`src/rtl/axi_pkg.sv`:
```
// Shared AXI read-side definitions: FSM encoding, grant owner, AR field codes.
// Pure types and constants; no logic, no latency, no backpressure.
package axi_pkg;

  typedef enum logic [1:0] {
    ST_IDLE = 2'd0,
    ST_ADDR = 2'd1,
    ST_DATA = 2'd2
  } state_t;

  typedef enum logic {
    GNT_INST = 1'b0,
    GNT_DATA = 1'b1
  } grant_t;

  localparam logic [2:0] ARSIZE_WORD = 3'b010;
  localparam logic [1:0] BURST_FIXED = 2'b00;
  localparam logic [1:0] BURST_INCR  = 2'b01;

  localparam logic [3:0] DEF_INST_ID = 4'd0;
  localparam logic [3:0] DEF_DATA_ID = 4'd1;

endpackage

```
`src/rtl/axi_read_arbiter.sv`:
```
// Inst/data read arbiter owning one AXI AR/R pair; arvalid one cycle after req, R beats routed combinationally.
// One transaction outstanding; AR waits on arready, R is accepted every cycle of DATA (rready = state==DATA).
module axi_read_arbiter
  import axi_pkg::*;
#(
  parameter int         LINE_WORDS = 16,
  parameter logic [3:0] INST_ID    = DEF_INST_ID,
  parameter logic [3:0] DATA_ID    = DEF_DATA_ID,
  parameter bit         FAIR       = 1'b1
) (
  input  logic        clk,
  input  logic        rst,

  input  logic        inst_req,
  input  logic [31:0] inst_addr,
  input  logic        inst_cached,
  output logic        inst_ack,
  output logic        inst_rvalid,
  output logic [31:0] inst_rdata,
  output logic        inst_rlast,
  output logic [3:0]  inst_beat,

  input  logic        data_req,
  input  logic [31:0] data_addr,
  input  logic        data_cached,
  output logic        data_ack,
  output logic        data_rvalid,
  output logic [31:0] data_rdata,
  output logic        data_rlast,
  output logic [3:0]  data_beat,

  output logic        busy,
  output logic        err,

  output logic [3:0]  arid,
  output logic [31:0] araddr,
  output logic [7:0]  arlen,
  output logic [2:0]  arsize,
  output logic [1:0]  arburst,
  output logic [1:0]  arlock,
  output logic [3:0]  arcache,
  output logic [2:0]  arprot,
  output logic        arvalid,
  input  logic        arready,

  input  logic [3:0]  rid,
  input  logic [31:0] rdata,
  input  logic [1:0]  rresp,
  input  logic        rlast,
  input  logic        rvalid,
  output logic        rready
);

  localparam logic [7:0] LINE_LEN = 8'(LINE_WORDS - 1);

  state_t      state;
  grant_t      grant;
  grant_t      last_grant;
  logic [3:0]  beat;
  logic        anom;
  logic [31:0] inst_rdata_q;
  logic [31:0] data_rdata_q;

  logic        pick_data;
  logic        sel_cached;
  logic [31:0] sel_addr;
  logic        in_data;
  logic        beat_fire;
  logic        last_beat;
  logic        cur_anom;

  // Under contention FAIR alternates; otherwise data wins outright.
  assign pick_data  = data_req && (!inst_req || !FAIR || (last_grant != GNT_DATA));
  assign sel_cached = pick_data ? data_cached : inst_cached;
  assign sel_addr   = pick_data ? data_addr : inst_addr;

  assign in_data   = (state == ST_DATA);
  assign beat_fire = in_data && rvalid;
  assign last_beat = (beat == arlen[3:0]);
  assign cur_anom  = (rresp != 2'b00) || (rid != arid) ||
                     (rlast && !last_beat) || (!rlast && last_beat);

  always_ff @(posedge clk) begin
    if (rst) begin
      state        <= ST_IDLE;
      grant        <= GNT_INST;
      last_grant   <= GNT_INST;
      arvalid      <= 1'b0;
      arid         <= INST_ID;
      araddr       <= 32'd0;
      arlen        <= 8'd0;
      arburst      <= BURST_FIXED;
      beat         <= 4'd0;
      anom         <= 1'b0;
      inst_rdata_q <= 32'd0;
      data_rdata_q <= 32'd0;
    end else begin
      case (state)
        ST_IDLE: begin
          if (inst_req || data_req) begin
            grant      <= pick_data ? GNT_DATA : GNT_INST;
            last_grant <= pick_data ? GNT_DATA : GNT_INST;
            arid       <= pick_data ? DATA_ID : INST_ID;
            araddr     <= sel_addr;
            arlen      <= sel_cached ? LINE_LEN : 8'd0;
            arburst    <= sel_cached ? BURST_INCR : BURST_FIXED;
            anom       <= 1'b0;
            arvalid    <= 1'b1;
            state      <= ST_ADDR;
          end
        end
        ST_ADDR: begin
          if (arready) begin
            arvalid <= 1'b0;
            beat    <= 4'd0;
            state   <= ST_DATA;
          end
        end
        ST_DATA: begin
          if (rvalid) begin
            // Saturate so an overlong burst keeps reporting the final index.
            beat <= last_beat ? beat : beat + 4'd1;
            anom <= anom | cur_anom;
            if (grant == GNT_INST) inst_rdata_q <= rdata;
            else                   data_rdata_q <= rdata;
            if (rlast) state <= ST_IDLE;
          end
        end
        default: state <= ST_IDLE;
      endcase
    end
  end

  assign busy   = (state != ST_IDLE);
  assign rready = in_data;

  assign inst_ack = (state == ST_ADDR) && arready && (grant == GNT_INST);
  assign data_ack = (state == ST_ADDR) && arready && (grant == GNT_DATA);

  assign inst_rvalid = beat_fire && (grant == GNT_INST);
  assign data_rvalid = beat_fire && (grant == GNT_DATA);
  assign inst_rlast  = inst_rvalid && rlast;
  assign data_rlast  = data_rvalid && rlast;
  assign inst_rdata  = inst_rvalid ? rdata : inst_rdata_q;
  assign data_rdata  = data_rvalid ? rdata : data_rdata_q;
  assign inst_beat   = (grant == GNT_INST) ? beat : 4'd0;
  assign data_beat   = (grant == GNT_DATA) ? beat : 4'd0;

  assign err = beat_fire && rlast && (anom || cur_anom);

  assign arsize  = ARSIZE_WORD;
  assign arlock  = 2'b00;
  assign arcache = 4'b0000;
  assign arprot  = 3'b000;

endmodule

```
`config.mk`:
```
export PLATFORM = sky130hd
export DESIGN_NAME = axi_read_arbiter
export DESIGN_NICKNAME = d
export VERILOG_FILES = /design/src/rtl/axi_pkg.sv /design/src/rtl/axi_read_arbiter.sv
export SDC_FILE = /design/constraint.sdc
export NUM_CORES = 1
export LEC_CHECK = 0
export BUFFER_PORTS_ARGS = -buffer_cell sky130_fd_sc_hd__buf_4
export CAP_MARGIN = 15
export CORE_AREA = 5 5 133 135
export CTS_BUF_LIST = sky130_fd_sc_hd__clkbuf_8
export CTS_CLUSTER_DIAMETER = 200
export CTS_CLUSTER_SIZE = 16
export DETAILED_ROUTE_END_ITERATION = 10
export DIE_AREA = 0 0 138 140
export PLACE_DENSITY = 0.55
export SKIP_LAST_GASP = 1
export SLEW_MARGIN = 20
export SYNTH_ARGS = -nofsm -noshare
export SYNTH_HDL_FRONTEND = slang
export SYNTH_SLANG_ARGS = --single-unit
```
`constraint.sdc`:
```
create_clock -name clk -period 3.1 [get_ports clk]
set_input_delay 0.155 -clock clk [delete_from_list [all_inputs] [get_ports clk]]
set_output_delay 0.155 -clock clk [all_outputs]
set_load 0.03 [all_outputs]
```
# Yosys cells after proc, flatten, opt, wreduce, memory -nomap -nowiden
# Index checks and enable logic that the tools add are counted.
# op_classes
add_sub_neg,1
eq_ne,9
muxes,25
n_bitwise,2
n_reduce_logical,35
# op_table
operator,count
2-to-1 mux 32 bit,3
2-to-1 mux 4 bit,6
logical AND 1 bit,13
AND reduction 3 bit,4
"!= test 2 bit, second input constant",5
nonzero test 2 bit,5
2-to-1 mux 1 bit,8
2-to-1 mux 2 bit,4
one-hot mux 4 bit (2 select lines),1
AND reduction 4 bit,2
logical OR 1 bit,6
one-hot mux 2 bit (3 select lines),1
"adder 4 x 1 -> 4 bit, second input constant",1
equality test 4 bit,1
!= test 4 bit,1
one-hot mux 1 bit (2 select lines),2
logical NOT 1 bit,3
"equality test 2 x 1 -> 1 bit, second input constant",1
"equality test 2 bit, second input constant",1
logical NOT 2 bit,1
AND reduction 2 bit,1
inverter 1 bit,1
OR 1 bit,1
# word_totals
regBits,119
input_bits,111
output_inout_bits,140
word_cells,83

# Depth between registers and ports, before layout
# Gate-level depths: netlist of the first run.
# depth
ltp_word,8
mapped_depth,7
depth_no_buf,4

# Worst setup path after synthesis of the first run
# Ideal clock, no wire load.
# synth_timing
path_kind,flip-flop to flip-flop
start,reg state[0]
end,reg data_rdata_q[25]
t_required_ps,2972
n_path_buf,2
arrival_time_ps,1613
stages_incl_launch_ff,7
setup_ps,128
period_less_slack_ps,1742
path_slack_ps,1358
cell_sequence,dfxtp_1 and3b_1 buf_6 nand2_1 buf_4 mux2_2 nor2b_1
# synth_via
elab_chain_len,2
# synth_rtl
element,line,text
start: declaration,axi_read_arbiter.sv:56,state_t state;
start signal: assignment,axi_read_arbiter.sv:85,state <= ST_IDLE;
start signal: assignment,axi_read_arbiter.sv:109,state <= ST_ADDR;
start signal: assignment,axi_read_arbiter.sv:116,state <= ST_DATA;
equality test 2 bit,axi_read_arbiter.sv:98,case (state)
AND reduction 3 bit (no source line),-,
end signal: assignment,axi_read_arbiter.sv:125,else data_rdata_q <= rdata;
end: declaration,axi_read_arbiter.sv:62,logic [31:0] data_rdata_q;
# Every way passes these cells.
# A chain may end at the register's enable or synchronous reset.

# Final worst setup path of the first run
# layout_timing
start,reg state[0]
end,out inst_rdata[11]
# layout_via
elab_chain_len,4
# layout_rtl
element,line,text
equality test 2 bit,axi_read_arbiter.sv:77,assign in_data = (state == ST_DATA);
logical AND 1 bit,axi_read_arbiter.sv:78,assign beat_fire = in_data && rvalid;
logical AND 1 bit,axi_read_arbiter.sv:140,assign inst_rvalid = beat_fire && (grant == GNT_INST);
2-to-1 mux 32 bit,axi_read_arbiter.sv:144,assign inst_rdata = inst_rvalid ? rdata : inst_rdata_q;
end: declaration,axi_read_arbiter.sv:19,"output logic [31:0] inst_rdata,"
# Every way passes these cells.

==> summary.txt, run 1 <==
Routing
  • Antenna-violating nets left: 0
  • Vias: 3814
  • Initial DRC Count: 93
  • # DRC: 0
  • WL final: 12800 µm
  • Wirelength per Cell: 14.4 µm
  • DR vias/cell: 4.29
  • First-pass DRT Iterations: 4

Global route
  • Vias in the first global route: 3830
  • First-pass GRT wire length: 20400 µm
  • Antenna violations before repair: 0
  • Grt ovf: 0
  • Pin count of the biggest net entering global routing: 69
  • Gr usage total: 12.9%

Critical path
  • Crit path kind: reg2out
  • Worst Path Required: 2.94 ns
  • CP Launch Type: flip-flop
  • Crit-path max FO: 34
  • Critical Path Sink Type: output pin
  • Critical path arrival: 2.38 ns

Power
  • Worst VDD drop: 0.000239 V
  • Pleak: 3.25 nW
  • PD cells: 456 nW/µm²

Finish
  • Post-route cell area: 6820 µm²
  • Post-layout util: 41.7%
  • Synthesis-to-layout area growth: 42.1%
  • Fraction of layout cells with a size suffix above 1: 48.0%
  • Ant diodes: 0
  • Fin nets: 776

STA
  • Setup TNS: 0 ns
  • Skew final: 0.00972 ns
  • Fin crit period: 2.53 ns
  • Final hold violation count: 0
  • Pins Over Slew Limit: 0
  • Pin slew with the least headroom to its limit: 0.837 ns
  • Final Setup Violations: 0
  • Slew headroom: 44.1%
  • Tcrit/Tclk final: 81.7%
  • Final worst slack: 0.566 ns
  • FMAX: 0.395 GHz
  • RSZ-0062 raised after global routing: no

Clocking
  • Worst-path clk slew: 0.09 ns
  • Worst-skew pair later-pin latency: 0.37 ns
  • # clock sinks: 106
  • Clock Tree Root: clkbuf_8
  • Max Buffers Root-to-Sink: 2
  • H-Tree Depth: 3
  • # resized after CTS: 0
  • CTS tree: done
  • Total CTS buffers: 9

Placement
  • DP Area: 6590 µm²
  • Detailed Place HPWL: 9690 µm
  • Dpl ws: 0.969 ns
  • Buffers on Ports: 230
  • Routability cong.: 0.735

Synth
  • Synth warn: 0
  • Register area share after synthesis: 44.2%
  • Netlist cell types: 37
  • Mapped Cells: 453
  • Mapped Area: 4800 µm²
  • Avg Inst Size Synth: 10.6 µm²
  • Synth Register Bits: 106

Hold path
  • Hold Path Class: in2reg

Die
  • Initial core utilization: 29.3%
  • Die X: 138 µm
  • Row cnt: 47
  • CORE AREA: 16300 µm²
  • Num ports: 251
  • Die height: 140 µm
  • Die Footprint: 19300 µm²

Run status
  • Status: finished clean

Job
  • Number of max-cap violations: 0
cells by family (layout without fill, tap and decap cells):
family	Yosys count	in the layout	share of synthesized area [%]
fa+ha+maj	1	1	0.261
compound gates	49	49	7.20
xor+xnor	2	2	0.365
simple gates	137	137	15.8
flops	106	106	44.2
other cells	2	20	0.157
mux	98	98	24.3
buf+inv	58	256	7.69
through the flow:
stage               total power [mW]  std cells  hold WS, ns
detailed placement              2.21        872        0.378
finish                          3.11        889        0.114
global placement                2.20        872        0.377
CTS                             3.17        889       0.0834
floorplan                       1.94        471        0.274
global route                    3.27        889       0.0947
critical path, cell delays in order (launching register included):
cell and delay, ns:
dfxtp_1 0.37, and3b_1 0.33, nor2b_4 0.17, buf_4 0.52, mux2_2 0.42, buf_4 0.17
report_power, final:
| group | total [mW] | leakage [nW] | internal, mW | switching [mW] |
|---|---|---|---|---|
| combinational | 0.706 | 2.27 | 0.299 | 0.407 |
| sequential | 1.47 | 0.864 | 1.43 | 0.0382 |
| clock | 0.934 | 0.111 | 0.455 | 0.479 |
| total | 3.11 | 3.25 | 2.18 | 0.924 |
timing repair:
item | in CTS | in global routing
endpoints found under the setup margin | 0 | 0
hold buffers | 1 | 0
setup buffers | 0 | 0
endpoints found under the hold margin | 1 | 0
metal layers:
| metal | vias to the layer above | part of all wire (%) | track usage (%) |
|---|---|---|---|
| met5 | - | 0 | 0 |
| met4 | 0 | 1.3 | 4.37 |
| met3 | 9 | 9.2 | 4.98 |
| met2 | 168 | 45 | 20.6 |
| met1 | 1713 | 44 | 16.1 |
| li1 | 1924 | - | - |
final timing paths:
check | start | endpoint | slack (ns) | cells after the start
worst min-delay path | rid[2] | anom$_SDFFE_PP0P_ | 0.11 | 3
worst max register to register | state[0]$_SDFFE_PP0P_ | inst_rdata_q[11]$_SDFFE_PP0P_ | 1.02 | 5
worst max-delay path | state[0]$_SDFFE_PP0P_ | inst_rdata[11] | 0.57 | 5
worst min register to register | arvalid$_SDFFE_PP0P_ | arvalid$_SDFFE_PP0P_ | 0.50 | 2
cell usage in the layout (no fill, tap or decap), drive strengths merged, types with 2 or more instances in the layout:
| master | count |
|---|---|
| a211oi | 33 |
| a21oi | 4 |
| and2 | 6 |
| and3b | 2 |
| buf | 237 |
| bufinv | 2 |
| clkbuf | 9 |
| clkinv | 2 |
| conb | 20 |
| dfxtp | 106 |
| inv | 4 |
| mux2 | 64 |
| mux2i | 34 |
| nand2 | 4 |
| nand3 | 3 |
| nor2 | 40 |
| nor2b | 72 |
| o21ai | 5 |
| or2 | 2 |
| or3 | 2 |
| or4 | 2 |
cell usage after synthesis, drive strengths merged:
| cell type | instances | area share (%) |
|---|---|---|
| and2 | 6 | 0.78 |
| or3 | 2 | 0.26 |
| o31ai | 1 | 0.16 |
| a21boi | 1 | 0.16 |
| or4 | 2 | 0.31 |
| buf | 40 | 6.3 |
| and3b | 2 | 0.37 |
| nor2 | 40 | 3.1 |
| xnor2 | 1 | 0.18 |
| nor2b | 72 | 9.5 |
| o21ai | 5 | 0.52 |
| xor2 | 1 | 0.18 |
| a211oi | 33 | 5.2 |
| mux2 | 64 | 17 |
| nand3 | 3 | 0.31 |
| nand2 | 4 | 0.31 |
| a21o | 1 | 0.16 |
| nor3 | 1 | 0.10 |
| a31oi | 1 | 0.13 |
| a2111oi | 1 | 0.18 |
| ha | 1 | 0.26 |
| and3 | 1 | 0.13 |
| clkbuf | 16 | 1.3 |
| conb | 2 | 0.16 |
| o22ai | 1 | 0.13 |
| inv | 2 | 0.16 |
| a21oi | 4 | 0.42 |
| mux2i | 34 | 7.1 |
| or2 | 2 | 0.26 |
| nand2b | 1 | 0.13 |
| dfxtp | 106 | 44 |
| o221ai | 1 | 0.18 |
| nor4 | 1 | 0.13 |
flip-flops by register name, summed over array words and instances, names as in the netlist, 2 cells and up:
name,count
araddr,32
beat,4
data_rdata_q,32
inst_rdata_q,32
state,2
layout make-up:
cell class,count,area [µm²]
Tap cell,220,275
Fill cell,1621,9530
Multi-Input combinational cell,307,2390
Sequential cell,106,2120
Timing Repair Buffer,238,1800
Clock inverter,7,93.8
Clock buffer,9,124
Inverter,2,7.51
No activity file was read; power rests on OpenSTA's default activity.
==> run 2, diff against run 1 <==
clock period = 2.6 ns   (was 3.1 ns; I/O delays follow)
==> summary.txt, run 2 (synthesis gave the netlist of run 1 again) <==
Global route
  • Most used routing layer: met2
  • Met1 GRT Util: 15.8%
  • Grt ovf: 0
  • Met3 usage: 5.59%
  • First-pass GRT wire length: 20600 µm
  • Vias in the first global route: 3950
  • Antenna violations before repair: 0
  • Gr usage total: 12.9%
  • Pin count of the biggest net entering global routing: 59
  • Met2 GRT Util: 21.0%

Clocking
  • Max Buffers Root-to-Sink: 2
  • H-Tree Depth: 3
  • # resized after CTS: 0
  • # hold bufs at CTS: 1
  • Worst-path clk slew: 0.10 ns
  • Total CTS buffers: 9
  • Worst-skew pair later-pin latency: 0.36 ns
  • # clock sinks: 106
  • CTS tree: done
  • Clock Tree Root: clkbuf_8
  • Postcts setup bufs: 0

STA
  • Final Setup Violations: 0
  • Skew final: 0.0125 ns
  • Final hold violation count: 0
  • Setup TNS: 0 ns
  • Tcrit/Tclk final: 88.0%
  • FMAX: 0.437 GHz
  • RSZ-0062 raised after global routing: no
  • Worst hold margin: 0.0863 ns
  • Pins Over Slew Limit: 0
  • Slew headroom: 62.2%
  • Fin crit period: 2.29 ns
  • Pin slew with the least headroom to its limit: 0.567 ns

Routing
  • # DRC: 0
  • Wirelength per Cell: 14.7 µm
  • WL final: 13100 µm
  • Antenna-violating nets left: 0
  • Initial DRC Count: 108
  • Vias: 3842
  • DR vias/cell: 4.33
  • First-pass DRT Iterations: 4

Die
  • Die X: 138 µm
  • Num ports: 251
  • Row cnt: 47
  • Die Footprint: 19300 µm²
  • Initial core utilization: 29.3%
  • CORE AREA: 16300 µm²
  • Die height: 140 µm

Critical path
  • Critical Path Sink Type: output pin
  • Critical path arrival: 2.16 ns
  • Worst Path Required: 2.47 ns
  • CP Launch Type: flip-flop
  • Crit-path max FO: 33
  • Worst R2R Path Depth: 5
  • Crit path kind: reg2out

Finish
  • Post-route cell area: 6880 µm²
  • Synthesis-to-layout area growth: 43.5%
  • Ant diodes: 0
  • Final Non-Filler Cells: 888
  • Commonest non-fill, non-tap cell in the layout: buf_4
  • Fin nets: 775
  • # fillers: 1599
  • Fraction of layout cells with a size suffix above 1: 47.9%
  • Largest registers: araddr: 32 flops, data_rdata_q: 32 flops, inst_rdata_q: 32 flops
  • Most used cells in the layout excluding fill and tap cells: 232 x buf_4, 106 x dfxtp_1, 71 x nor2b_1, 39 x nor2_1, 36 x mux2_2

Power
  • Worst VDD drop: 0.000299 V
  • Pleak: 3.27 nW
  • PD cells: 557 nW/µm²

Hold path
  • Hold path depth: 4
  • Hold Path Class: in2reg

Placement
  • Placed insts: 871
  • Buffers on Ports: 230
  • Detailed Place HPWL: 9900 µm
  • DP Area: 6620 µm²
  • Routability cong.: 0.727

Job
  • Number of max-cap violations: 0

Run status
  • Status: finished clean
-- run 2: metal layers --
layer  up-vias  share of wire, %
met5         -                 0
met2       174                45
met3         8               9.5
met1      1734                44
li1       1926                 -
met4         0              0.93
-- run 2: power by group --
group          leakage [nW]  internal, mW  switching (mW)
logic                  2.28         0.364           0.485
registers             0.864          1.70          0.0477
clock network         0.127         0.689           0.547
-- run 2: worst max-delay path: stages, from the launching register on --
cell,delay [ns]
dfxtp_1,0.44
and3b_1,0.27
nand2_1,0.09
buf_4,0.38
mux2_2,0.41
buf_4,0.17
-- run 2: final timing paths --
check                                            from                             to  slack [ns]
worst min register to register   arvalid$_SDFFE_PP0P_           arvalid$_SDFFE_PP0P_        0.50
worst max register to register  state[0]$_SDFFE_PP0P_  data_rdata_q[30]$_SDFFE_PP0P_        0.72
worst min-delay path                           rvalid          state[1]$_SDFFE_PP0P_        0.09
worst max-delay path            state[0]$_SDFFE_PP0P_                 data_rdata[16]        0.31
-- run 2: final cells by class --
class                           instances  area (µm²)  area share [%]
Timing Repair Buffer                  237        1830            26.6
Tap cell                              220         275            4.00
Inverter                                2        7.51           0.109
Sequential cell                       106        2120            30.8
Clock inverter                          5         101            1.47
Clock buffer                           11         151            2.20
Multi-Input combinational cell        307        2390            34.8
-- run 2: metrics by stage --
| step | utilization, % | power, mW | worst slack, ns |
|---|---|---|---|
| final | 42.1 | 3.83 | 0.311 |
| after global routing | 42.1 | 4.03 | 0.140 |
| after CTS | 42.1 | 3.91 | 0.257 |
| after detailed placement | 40.5 | 2.65 | 0.695 |
| after global placement | 40.5 | 2.63 | 0.763 |
| after floorplan | - | 2.31 | 0.858 |
==> run 3, diff against run 2 <==
RECOVER_POWER = 25   (was default)
==> summary.txt, run 3 (synthesis gave the netlist of run 1 again) <==
Routing
  • DR vias/cell: 4.32
  • # DRC: 0
  • Initial DRC Count: 138
  • First-pass DRT Iterations: 4
  • Wirelength per Cell: 14.7 µm
  • Antenna-violating nets left: 0
  • Vias: 3837
  • WL final: 13000 µm

Die
  • Die X: 138 µm
  • Num ports: 251
  • CORE AREA: 16300 µm²
  • Die Footprint: 19300 µm²
  • Initial core utilization: 29.3%
  • Die height: 140 µm
  • Row cnt: 47

Global route
  • Pin count of the biggest net entering global routing: 59
  • Vias in the first global route: 3950
  • Grt ovf: 0
  • First-pass GRT wire length: 20600 µm
  • Gr usage total: 12.9%
  • Antenna violations before repair: 0

Power
  • Pleak: 3.08 nW
  • PD cells: 563 nW/µm²
  • Worst VDD drop: 0.000298 V

Critical path
  • Cell Chain, Critical Path: and3b_1 > nand2_1 > buf_4 > mux2_2 > buf_4
  • Critical Path Sink Type: output pin
  • Worst Path Required: 2.47 ns
  • Worst R2R Path Depth: 5
  • Slowest CP cell: dfxtp_1
  • Crit-path max FO: 33
  • Worst reg2reg path startpoint: state[0]$_SDFFE_PP0P_
  • Critical path arrival: 2.16 ns
  • Crit path kind: reg2out
  • CP Launch Type: flip-flop
  • R2r setup slk: 0.32 ns
  • RR Endpoint: araddr[0]$_SDFFE_PP0P_
  • Crit-path max cell delay: 0.44 ns
  • Crit-path most repeated cell: buf_4

Placement
  • Placed insts: 871
  • Routability cong.: 0.727
  • Buffers on Ports: 230
  • Detailed Place HPWL: 9900 µm

Finish
  • Most used cells in the layout excluding fill and tap cells: 184 x buf_4, 106 x dfxtp_1, 71 x nor2b_1, 48 x clkbuf_1, 40 x nor2_1
  • # fillers: 1654
  • Largest registers: araddr: 32 flops, data_rdata_q: 32 flops, inst_rdata_q: 32 flops
  • Synthesis-to-layout area growth: 39.5%
  • Fin nets: 775
  • Final Non-Filler Cells: 888
  • Ant diodes: 0
  • Register Area: 2120 µm²
  • Multi-input gate area: 2380 µm²
  • Fraction of layout cells with a size suffix above 1: 40.6%
  • Commonest non-fill, non-tap cell in the layout: buf_4

STA
  • Final Setup Violations: 0
  • Tcrit/Tclk final: 88.0%
  • RSZ-0062 raised after global routing: no
  • Fin crit period: 2.29 ns
  • Slew headroom: 21.2%
  • FMAX: 0.437 GHz
  • Final hold violation count: 0
  • Pin slew with the least headroom to its limit: 1.18 ns
  • Pins Over Slew Limit: 0
  • Setup TNS: 0 ns
  • Skew final: 0.0119 ns

Clocking
  • # clock sinks: 106
  • # resized after CTS: 0
  • Worst-path clk slew: 0.10 ns
  • Worst-skew pair later-pin latency: 0.36 ns
  • Postcts setup bufs: 0
  • H-Tree Depth: 3
  • Max Buffers Root-to-Sink: 2
  • CTS tree: done
  • Clock Tree Root: clkbuf_8
  • Total CTS buffers: 9

Hold path
  • Worst Hold Path EP: state[1]$_SDFFE_PP0P_
  • Hold Path Class: in2reg
  • Hold wc startpoint: rvalid
  • Hold path depth: 4

Run status
  • Status: finished clean

Job
  • Number of max-cap violations: 0
## run 3: stage by stage
| step | util [%] | setup WS, ns | total power, mW | instance area [µm²] | hold WS (ns) |
|---|---|---|---|---|---|
| floorplan | - | 0.858 | 2.31 | 4860 | 0.249 |
| global placement | 40.5 | 0.763 | 2.63 | 6620 | 0.350 |
| detailed placement | 40.5 | 0.695 | 2.65 | 6620 | 0.363 |
| CTS | 42.1 | 0.257 | 3.91 | 6880 | 0.0496 |
| global route | 40.9 | 0.0734 | 3.96 | 6690 | 0.0786 |
| finish | 40.9 | 0.313 | 3.77 | 6690 | 0.0875 |
## run 3: where the power goes
part / switching, mW / leakage [nW] / internal [mW]
Clock: 0.546 / 0.127 / 0.689
Combinational: 0.484 / 2.09 / 0.302
Sequential: 0.0455 / 0.864 / 1.70
Total: 1.08 / 3.08 / 2.69
## run 3: final cells by class
cell class | instances | area share [%]
tap | 220 | 4.11
sequential | 106 | 31.7
clock inverter | 5 | 1.51
timing repair buffer | 237 | 24.7
inverter | 2 | 0.112
multi-input combinational | 307 | 35.6
clock buffer | 11 | 2.26
## run 3: worst max-delay path, delay by kind of cell, from the launching register on
kind,cells,cell delay (ns)
mux,1,0.41
flops,1,0.44
simple gates,2,0.36
buf+inv,2,0.54
## run 3: worst max path at each step
stage / start / depth (start not counted) / slack [ns] / end
6_report: state[0]$_SDFFE_PP0P_ / 5 / 0.31 / data_rdata[16]
5_1_grt: state[0]$_SDFFE_PP0P_ / 5 / 0.07 / araddr[0]$_SDFFE_PP0P_
4_1_cts: state[0]$_SDFFE_PP0P_ / 5 / 0.26 / data_rdata[4]
3_5_place_dp: state[0]$_SDFFE_PP0P_ / 5 / 0.70 / data_rdata[4]
3_3_place_gp: state[0]$_SDFFE_PP0P_ / 5 / 0.76 / data_rdata[24]
2_1_floorplan: state[0]$_SDFFE_PP0P_ / 6 / 0.86 / data_rdata_q[25]$_SDFFE_PP0P_
## run 3: timing repair
action | CTS | global route
hold buffers | 1 | 0
endpoints found under the hold margin | 1 | 0
endpoints found under the setup margin | 0 | 0
## run 3: routing by layer
layer | vias to the layer above | wire (µm) | global-route usage, %
met2 | 174 | 5930 | 21.0
met4 | 0 | 117 | 3.28
met3 | 8 | 1220 | 5.59
li1 | 1926 | - | -
met1 | 1729 | 5770 | 15.8
met5 | - | 0 | 0
